## src/rtl/spi_reg_pkg.sv

```systemverilog
`timescale 1ns/1ps
`default_nettype none
// ============================================================================
// Module      : spi_reg_pkg
// Description : Shared types and constants for the SPI register controller:
//               FSM state encoding, fixed register addresses and the bit
//               positions of the command and control fields.
// Revision    : 1.0 - initial release
// ============================================================================
package spi_reg_pkg;

    // Frame parser states
    typedef enum logic [2:0] {
        ST_IDLE  = 3'd0,
        ST_CMD   = 3'd1,
        ST_WDATA = 3'd2,
        ST_RDATA = 3'd3,
        ST_ERR   = 3'd4
    } state_t;

    // Fixed register addresses
    localparam int REG_CTRL     = 0;
    localparam int REG_ID       = 1;

    // Command byte: write/read select bit
    localparam int CMD_WR_BIT   = 7;

    // Control register: LED enable bit
    localparam int CTRL_LED_BIT = 0;

endpackage : spi_reg_pkg
`default_nettype wire

```

## src/rtl/spi_reg_file.sv

```systemverilog
`timescale 1ns/1ps
`default_nettype none
// ============================================================================
// Module      : spi_reg_file
// Description : NUM_REGS x 8-bit register file with one synchronous write
//               port and one combinational read port. Address REG_ID is a
//               constant ID_VALUE; writes to it are discarded.
// Revision    : 1.0 - initial release
// ============================================================================
module spi_reg_file
    import spi_reg_pkg::*;
#(
    parameter int          NUM_REGS = 8,
    parameter int          ADDR_W   = 3,
    parameter logic [7:0]  ID_VALUE = 8'h5A
) (
    input  logic              i_clk,
    input  logic              i_rst_n,
    input  logic              i_wr_en,
    input  logic [ADDR_W-1:0] i_wr_addr,
    input  logic [7:0]        i_wr_data,
    input  logic [ADDR_W-1:0] i_rd_addr,
    output logic [7:0]        o_rd_data,
    output logic              o_led
);

    logic [NUM_REGS-1:0][7:0] regs_q;
    logic [NUM_REGS-1:0][7:0] regs_d;

    // Next register contents: apply the write, then re-pin the ID entry
    always_comb begin
        regs_d = regs_q;
        if (i_wr_en) begin
            regs_d[i_wr_addr] = i_wr_data;
        end
        regs_d[REG_ID] = ID_VALUE;
    end

    // Register storage; the ID entry resets to its constant and never changes
    always_ff @(posedge i_clk or negedge i_rst_n) begin
        if (!i_rst_n) begin
            for (int i = 0; i < NUM_REGS; i++) begin
                regs_q[i] <= (i == REG_ID) ? ID_VALUE : 8'h00;
            end
        end else begin
            regs_q <= regs_d;
        end
    end

    assign o_rd_data = regs_q[i_rd_addr];
    assign o_led     = regs_q[REG_CTRL][CTRL_LED_BIT];

endmodule : spi_reg_file
`default_nettype wire

```

## src/rtl/spi_reg_ctrl.sv

```systemverilog
`timescale 1ns/1ps
`default_nettype none
// ============================================================================
// Module      : spi_reg_ctrl
// Description : Command/register controller behind a byte-level SPI slave.
//               Splits each CS frame into a command byte and data bytes,
//               performs auto-incrementing register reads/writes and feeds
//               the next transmit byte back to the slave.
// Revision    : 1.0 - initial release
// ============================================================================
module spi_reg_ctrl
    import spi_reg_pkg::*;
#(
    parameter int          NUM_REGS    = 8,
    parameter int          ADDR_W      = 3,
    parameter logic [7:0]  ID_VALUE    = 8'h5A,
    parameter logic [7:0]  STATUS_BYTE = 8'hA5,
    parameter logic [7:0]  ERR_FILL    = 8'hFF
) (
    input  logic       i_clk,
    input  logic       i_rst_n,
    input  logic       i_cs_n,
    input  logic       i_rx_valid,
    input  logic [7:0] i_rx_data,
    output logic       o_tx_load,
    output logic [7:0] o_tx_data,
    output logic       o_led,
    output logic       o_busy,
    output logic [7:0] o_err_cnt
);

    localparam logic [ADDR_W-1:0] ADDR_ONE = {{(ADDR_W-1){1'b0}}, 1'b1};

    state_t            state_q,   state_d;
    logic [ADDR_W-1:0] addr_q,    addr_d;
    logic              tx_load_q, tx_load_d;
    logic [7:0]        tx_data_q, tx_data_d;
    logic [7:0]        err_cnt_q, err_cnt_d;

    logic              w_wr_en;
    logic [ADDR_W-1:0] w_rd_addr;
    logic [7:0]        w_rd_data;
    logic [ADDR_W-1:0] w_cmd_addr;
    logic [ADDR_W-1:0] w_addr_inc;
    logic              w_cmd_bad;

    assign w_cmd_addr = i_rx_data[ADDR_W-1:0];
    assign w_addr_inc = addr_q + ADDR_ONE;
    // Any set bit between the write flag and the address field is malformed
    assign w_cmd_bad  = |i_rx_data[6:ADDR_W];
    // The command byte reads its start address; later bytes read the next one
    assign w_rd_addr  = (state_q == ST_CMD) ? w_cmd_addr : w_addr_inc;

    spi_reg_file #(
        .NUM_REGS (NUM_REGS),
        .ADDR_W   (ADDR_W),
        .ID_VALUE (ID_VALUE)
    ) u_reg_file (
        .i_clk     (i_clk),
        .i_rst_n   (i_rst_n),
        .i_wr_en   (w_wr_en),
        .i_wr_addr (addr_q),
        .i_wr_data (i_rx_data),
        .i_rd_addr (w_rd_addr),
        .o_rd_data (w_rd_data),
        .o_led     (o_led)
    );

    // Next-state, address, TX and error-count logic; CS release overrides all
    always_comb begin
        state_d   = state_q;
        addr_d    = addr_q;
        tx_load_d = 1'b0;
        tx_data_d = tx_data_q;
        err_cnt_d = err_cnt_q;
        w_wr_en   = 1'b0;

        if (i_cs_n) begin
            state_d = ST_IDLE;
            addr_d  = '0;
        end else begin
            case (state_q)
                ST_IDLE: begin
                    state_d   = ST_CMD;
                    tx_load_d = 1'b1;
                    tx_data_d = STATUS_BYTE;
                end
                ST_CMD: begin
                    if (i_rx_valid) begin
                        if (w_cmd_bad) begin
                            state_d   = ST_ERR;
                            tx_load_d = 1'b1;
                            tx_data_d = ERR_FILL;
                            if (err_cnt_q != 8'hFF) begin
                                err_cnt_d = err_cnt_q + 8'd1;
                            end
                        end else if (i_rx_data[CMD_WR_BIT]) begin
                            state_d = ST_WDATA;
                            addr_d  = w_cmd_addr;
                        end else begin
                            state_d   = ST_RDATA;
                            addr_d    = w_cmd_addr;
                            tx_load_d = 1'b1;
                            tx_data_d = w_rd_data;
                        end
                    end
                end
                ST_WDATA: begin
                    if (i_rx_valid) begin
                        w_wr_en = 1'b1;
                        addr_d  = w_addr_inc;
                    end
                end
                ST_RDATA: begin
                    if (i_rx_valid) begin
                        addr_d    = w_addr_inc;
                        tx_load_d = 1'b1;
                        tx_data_d = w_rd_data;
                    end
                end
                ST_ERR: begin
                    if (i_rx_valid) begin
                        tx_load_d = 1'b1;
                        tx_data_d = ERR_FILL;
                    end
                end
                default: begin
                    state_d = ST_IDLE;
                    addr_d  = '0;
                end
            endcase
        end
    end

    // Controller state registers
    always_ff @(posedge i_clk or negedge i_rst_n) begin
        if (!i_rst_n) begin
            state_q   <= ST_IDLE;
            addr_q    <= '0;
            tx_load_q <= 1'b0;
            tx_data_q <= 8'h00;
            err_cnt_q <= 8'h00;
        end else begin
            state_q   <= state_d;
            addr_q    <= addr_d;
            tx_load_q <= tx_load_d;
            tx_data_q <= tx_data_d;
            err_cnt_q <= err_cnt_d;
        end
    end

    assign o_tx_load = tx_load_q;
    assign o_tx_data = tx_data_q;
    assign o_busy    = (state_q != ST_IDLE);
    assign o_err_cnt = err_cnt_q;

endmodule : spi_reg_ctrl
`default_nettype wire

```

## config.mk

```make
export PLATFORM = sky130hd
export DESIGN_NAME = spi_reg_ctrl
export DESIGN_NICKNAME = d
export VERILOG_FILES = /design/src/rtl/spi_reg_pkg.sv /design/src/rtl/spi_reg_file.sv /design/src/rtl/spi_reg_ctrl.sv
export SDC_FILE = /design/constraint.sdc
export NUM_CORES = 1
export LEC_CHECK = 0
export CAP_MARGIN = 10
export CELL_PAD_IN_SITES_DETAIL_PLACEMENT = 0
export CELL_PAD_IN_SITES_GLOBAL_PLACEMENT = 2
export CORE_MARGIN = 2
export CORE_UTILIZATION = 39
export DETAILED_ROUTE_END_ITERATION = 12
export PLACE_DENSITY_LB_ADDON = 0.1
export SLEW_MARGIN = 20
export SYNTH_ARGS = -nofsm -noshare
export SYNTH_HDL_FRONTEND = slang
export SYNTH_SLANG_ARGS = --single-unit
```

## constraint.sdc

```tcl
create_clock -name i_clk -period 2.35 [get_ports i_clk]
set_input_delay 0.47 -clock i_clk [delete_from_list [all_inputs] [get_ports i_clk]]
set_output_delay 0.47 -clock i_clk [all_outputs]
set_load 0.05 [all_outputs]
```

# Word level (Yosys, flattened, before mapping)
# Cells that the tools add are included.
word_totals:
  register_bits: 79
  in_bits: 12
  word_cells: 75
classes:
  addsub: 2
  n_lt_le_gt_ge: 3
  eq_ne: 14
  n_mux: 30
  n_bitwise: 1
  n_reduce_logical: 13
op_table:
  columns: ["op", "count"]
  rows:
  - ["64-bit bitwise mux", 1]
  - ["8-bit 2-to-1 mux", 7]
  - ["8-bit one-hot mux with 4 select lines", 1]
  - ["8-bit binary-select mux with 3-bit select", 1]
  - ["8-bit demux with 3-bit select", 1]
  - ["3-bit 2-to-1 mux", 8]
  - ["3-bit one-hot mux with 3 select lines", 2]
  - ["3-bit != test, second input constant", 3]
  - ["8-bit by 1-bit adder with 8-bit output, second input constant", 1]
  - ["3-bit by 4-bit less-than comparator with 1-bit output, second input constant", 2]
  - ["1-bit 2-to-1 mux", 8]
  - ["8-bit != test, second input constant", 1]
  - ["3-bit by 2-bit == test with 1-bit output, second input constant", 2]
  - ["2-bit != test, second input constant", 3]
  - ["6-bit AND reduction", 1]
  - ["2-bit OR reduction", 3]
  - ["5-bit AND reduction", 1]
  - ["2-bit by 1-bit != test with 1-bit output, second input constant", 2]
  - ["4-bit AND reduction", 1]
  - ["4-bit nonzero test", 1]
  - ["4-bit OR reduction", 1]
  - ["3-bit by 1-bit adder with 3-bit output, second input constant", 1]
  - ["3-bit by 1-bit == test with 1-bit output, second input constant", 1]
  - ["3-bit == test, second input constant", 1]
  - ["other kinds (9)", 9]

# Logic depth before layout (Yosys ltp)
depth:
  word_depth: 8
  mapped_depth: 8

# Modules after synthesis
# Synthesis repeated with hierarchy kept, for this count alone.
hier_totals:
  cells_unflattened: 307
  hier_area_um2: 3963.8
by_module_without_submodules:
  columns: ["module", "n_inst", "cells_each", "area_each_um2", "seq_area_each_um2"]
  rows:
  - ["spi_reg_file", 1, 186, 2647.5, 1401.3]
  - ["spi_reg_ctrl", 1, 121, 1316.3, 575.6]

# Worst setup path before layout
# Ideal clock, no wire load.
synth_timing:
  path_type: "register to register"
  start: "register addr_q[0]"
  end: "register tx_data_q[0], in the netlist o_tx_data[0]"
  setup_time_ns: 0.121
  arrival_ns: 1.950
  t_required_ns: 2.229
  slack_ns: 0.279
  path_stages_with_launch: 9
  n_path_buf: 2
  path_cell_list: "dfrtp_1 -> ha_1 -> buf_2 -> inv_2 -> clkbuf_1 -> o211a_1 -> a2111oi_0 -> a221oi_2 -> o22a_1"
synth_between:
  elab_chain_cells: 8
  elab_cells_between_ends: 9
synth_lines:
  columns: ["item", "line_no", "rtl"]
  rows:
  - ["start, declared", "spi_reg_ctrl.sv:35", "logic [ADDR_W-1:0] addr_q, addr_d;"]
  - ["start signal, assigned", "spi_reg_ctrl.sv:145", "addr_q <= addr_d;"]
  - ["3-bit by 1-bit adder with 3-bit output (*)", "spi_reg_ctrl.sv:48", "assign w_addr_inc = addr_q + ADDR_ONE;"]
  - ["3-bit 2-to-1 mux (*)", "spi_reg_ctrl.sv:52", "assign w_rd_addr = (state_q == ST_CMD) ? w_cmd_addr : w_addr_inc;"]
  - ["8-bit binary-select mux with 3-bit select (*)", "spi_reg_file.sv:50", "assign o_rd_data = regs_q[i_rd_addr];"]
  - ["8-bit 2-to-1 mux (implied by the code) (*)", "spi_reg_file.sv:50", null]
  - ["8-bit 2-to-1 mux", "spi_reg_ctrl.sv:97", "end else if (i_rx_data[CMD_WR_BIT]) begin"]
  - ["8-bit 2-to-1 mux", "spi_reg_ctrl.sv:90", "if (w_cmd_bad) begin"]
  - ["8-bit 2-to-1 mux", "spi_reg_ctrl.sv:89", "if (i_rx_valid) begin"]
  - ["8-bit one-hot mux with 4 select lines (*)", "spi_reg_ctrl.sv:82", "case (state_q)"]
  - ["end signal, assigned", "spi_reg_ctrl.sv:147", "tx_data_q <= tx_data_d;"]
  - ["end, declared", "spi_reg_ctrl.sv:37", "logic [7:0] tx_data_q, tx_data_d;"]
# Mark *: on every way between the ends. The rest lies on a longest branch, timed or not. The select of a mux whose other input is x is not followed.
# A chain may end at the register's enable or synchronous reset.

# Worst setup path after layout
layout_timing:
  start: "register state_q[1]"
  end: "register tx_data_q[0], in the netlist o_tx_data[0]"
layout_between:
  elab_chain_cells: 8
  elab_cells_between_ends: 18
layout_lines:
  columns: ["item", "line_no", "rtl"]
  rows:
  - ["start, declared", "spi_reg_ctrl.sv:34", "state_t state_q, state_d;"]
  - ["start signal, assigned", "spi_reg_ctrl.sv:144", "state_q <= state_d;"]
  - ["3-bit by 1-bit == test with 1-bit output", "spi_reg_ctrl.sv:52, spi_reg_ctrl.sv:82", null]
  - ["3-bit 2-to-1 mux", "spi_reg_ctrl.sv:52", null]
  - ["8-bit binary-select mux with 3-bit select", "spi_reg_file.sv:50", null]
  - ["8-bit 2-to-1 mux (implied by the code)", "spi_reg_file.sv:50", null]
  - ["8-bit 2-to-1 mux", "spi_reg_ctrl.sv:97", null]
  - ["8-bit 2-to-1 mux", "spi_reg_ctrl.sv:90", null]
  - ["8-bit 2-to-1 mux", "spi_reg_ctrl.sv:89", null]
  - ["8-bit one-hot mux with 4 select lines", "spi_reg_ctrl.sv:82", null]
# Parallel ways exist; a longest one is shown, timed or not. The select of a mux whose other input is x is not followed.

==> impl_metrics.yaml <==
floorplanning:
  die-area_um2: 11300
  die_x_um: 107
  io_pins: 31
  initial_core_util_pct: 39.9
  row_count: 37
  die_h_um: 107
  core_um2: 10300
placement:
  placed_cells: 567
  place.gp.congestion: 0.812
  dp_hpwl_um: 8340
  port_buffers: 30
  placed_area_um2: 4950
clock_network:
  clock_sinks: 79
  clkLatencyLatePin_ns: 0.36
  cts_tree: "done"
  clockBufferDepth: 2
  cts_root_buf: "clkbuf_8"
  cts_buffers: 9
  path_clk_slew_ns: 0.09
  cts_htree_levels: 3
  postCtsSetupRepairBufs: 0
synth:
  synth_edf_count: 0
  yosysTopAreaCell: "dfrtp_1"
  synth_cell_types: 61
  syn_area_um2: 4100
  postSynthAreaPerCell_um2: 11.2
  syn-num-nets: 379
  ys.flop_type: "dfrtp_1"
  netlist_top_cells_area: "dfrtp_1 48%, mux2_1 14%, o211ai_1 3.3%"
  syn_inst: 365
  synth-async-reset-ratio_pct: 100
  yosys_warnings: 0
  seq_area_frac_synth_pct: 48.2
  netlist.area_leader.share_pct: 48.2
  ys_ff_latch: 79
run_status:
  status: "completed"
timing:
  finClkSkew_ns: 0.0156
  setup_tns_ns: 0
  tightest_slew_ns: 0.619
  period_minus_slack_ns: 2.24
  slew_violations: 0
  max_slew_margin_pct: 58.7
  fin_crit_sh_pct: 95.2
  rsz0062_at_grt: "no"
  setup_violations: 0
  fmax_ghz: 0.447
  finalHoldViolations: 0
worst_setup_path:
  r2r_cells: 8
  cp_num_cells: 8
  rr_endpoint: "o_tx_data[0]"
  critical_path_class: "reg2reg"
  cp_max_fo: 19
  start_kind: "register"
  crit_chain: "buf_4 > nor3b_2 > o21ai_1 > buf_4 > a2111oi_0 > buf_4 > a221oi_2 > o22a_1"
  cp_common_cell: "buf_4"
  crit_path_start: "state_q[1]"
  cp_data_arrival_time_ns: 2.48
  cp.required_ns: 2.59
  crit_family: "compound AO/OA/AOI/OAI gates"
  reg2reg_setup_slack_ns: 0.11
  path_buf_inv: 3
  reg2reg_from: "state_q[1]"
  cp-end-kind: "register"
  slowest_delay_ns: 0.42
  crit_path_top_delay_cell: "a2111oi_0"
  crit_end: "o_tx_data[0]"
routing:
  drt-total-wl_um: 11600
  wl_met1_um: 5470
  dr.pass1.iters: 4
  drtIter0Drc: 171
  dr_wl_met3_um: 542
  viasPerCell: 5.52
  wl_per_cell_um: 20.0
  drc_errors: 0
  met2_length_um: 5410
  ant_nets: 0
  vias: 3217
  top_layer: "met4"
global_route:
  grt-ovfl-total: 0
  grt_usage_pct: 22.1
  grt_max_degree: 54
  antenna_found_initial: 0
  grt_pass1_vias: 3372
  grt_pass1_wl_um: 19000
layout:
  drive_gt1_share_pct: 20.8
  n_fill_cell: 1002
  n_antenna_cell: 0
  fin_nets: 456
  fin_cells: 583
  post-route-cell-area_um2: 5180
  syn2layout_area_growth_pct: 26.5
hold_path:
  worstHoldPathType: "in2async"
power:
  powerDensity_nw_per_um2: 686
  vdd_drop_max_v: 0.000502
  power_leakage_nw: 2.38
run:
  max_cap_viol_count: 0
kinds of logic (layout without fill, tap and decap cells):
group | count (synthesis) | count (layout) | share of synthesized area (%)
AO/OA/AOI/OAI | 89 | 89 | 17.5
XOR/XNOR | 8 | 8 | 1.71
adder cells (fa/ha/maj) | 2 | 2 | 0.610
buffers and inverters | 43 | 125 | 4.64
flip-flops | 79 | 79 | 48.2
multiplexers | 60 | 60 | 16.3
AND/OR/NAND/NOR | 84 | 84 | 11.0
power breakdown:
| group | total [mW] | internal, mW | leakage (nW) | switching [mW] |
|---|---|---|---|---|
| logic | 0.869 | 0.327 | 1.21 | 0.542 |
| registers | 1.50 | 1.43 | 1.06 | 0.0702 |
| clock network | 1.19 | 0.661 | 0.113 | 0.527 |
| total | 3.55 | 2.41 | 2.38 | 1.14 |
repair_timing:
| item | 4_1_cts | 5_1_grt |
|---|---|---|
| hold buffers | 0 | 0 |
| endpoints found under the hold margin | 0 | 0 |
| setup endpoints to repair | 0 | 2 |
| resized for setup | 0 | 1 |
sequential cells by signal, indices dropped and copies added (netlist names):
| signal | flops |
|---|---|
| o_err_cnt | 8 |
| addr_q | 3 |
| o_tx_load | 1 |
| o_tx_data | 8 |
| state_q | 3 |
| u_reg_file.o_led | 1 |
| u_reg_file.regs_q | 55 |
routing by layer:
metal / up-vias / GRT usage, %
li1: 1534 / -
met1: 1607 / 30.7
met2: 60 / 35.0
met3: 16 / 4.54
met4: 0 / 6.59
met5: - / 0
synthesized netlist by cell type (2+ instances only):
master / count
dfrtp_1: 79
mux2_1: 51
nand2_1: 25
nand3_1: 18
o211ai_1: 18
inv_1: 14
a21oi_1: 13
clkbuf_1: 13
nor2_1: 11
a311oi_1: 9
buf_2: 8
a211oi_1: 7
mux2i_1: 7
nand4_1: 5
o21ai_1: 5
a31o_1: 4
o221ai_1: 4
o22a_1: 4
xnor2_1: 4
xor2_1: 4
a2111oi_0: 3
a221oi_2: 3
inv_2: 3
nor2b_1: 3
o211a_1: 3
a211o_1: 2
a32o_1: 2
buf_6: 2
ha_1: 2
nand2b_1: 2
nand4bb_1: 2
nor3b_1: 2
nor4_1: 2
nor4bb_1: 2
o21a_1: 2
or3_1: 2
layout by cell type (no fill, tap or decap), types with 5 or more instances in the layout:
cell	instances
a311oi_1	9
mux2_1	51
inv_1	14
nand3_1	18
nor2_1	11
buf_4	59
mux2i_1	7
a211oi_1	7
a21oi_1	13
o211ai_1	18
o21ai_1	5
clkdlybuf4s50_1	28
dfrtp_1	79
nand2_1	25
clkbuf_8	11
nand4_1	5
how the worst min path moves through the flow:
stage / start / to / slack (ns) / cells past startpoint
global route: i_rst_n / u_reg_file.regs_q[62] / 0.03 / 1
floorplan: i_rst_n / addr_q[0] / 0.17 / 0
CTS: i_rst_n / u_reg_file.regs_q[62] / 0.03 / 1
detailed placement: i_rst_n / u_reg_file.regs_q[62] / 0.43 / 1
finish: i_rst_n / u_reg_file.regs_q[62] / 0.02 / 1
global placement: i_rst_n / u_reg_file.regs_q[62] / 0.42 / 1
layout make-up:
class	instances	area (um^2)	share of cell area [%]
sequential	79	1980	38.1
multi-input combinational	243	1930	37.3
timing repair buffer	91	803	15.5
tap	136	170	3.28
clock buffer	12	155	2.99
clock inverter	4	76.3	1.47
inverter	18	70.1	1.35
metrics by stage:
| step | hold WS [ns] | setup slack (ns) | util, % | power (mW) |
|---|---|---|---|---|
| 6_report | 0.0201 | 0.113 | 50.5 | 3.55 |
| 3_3_place_gp | 0.424 | -0.125 | 48.2 | 2.39 |
| 5_1_grt | 0.0307 | 0.00171 | 50.5 | 3.73 |
| 4_1_cts | 0.0324 | 0.0796 | 50.4 | 3.58 |
| 3_5_place_dp | 0.427 | -0.147 | 48.2 | 2.39 |
| 2_1_floorplan | 0.174 | 0.279 | - | 2.00 |
worst register-to-register path: stages, from the launching register on:
cell and delay [ns]:
dfrtp_1 0.39, buf_4 0.20, nor3b_2 0.36, o21ai_1 0.16, buf_4 0.20, a2111oi_0 0.42
buf_4 0.18, a221oi_2 0.04, o22a_1 0.17
(Power assumes the default switching activity.)
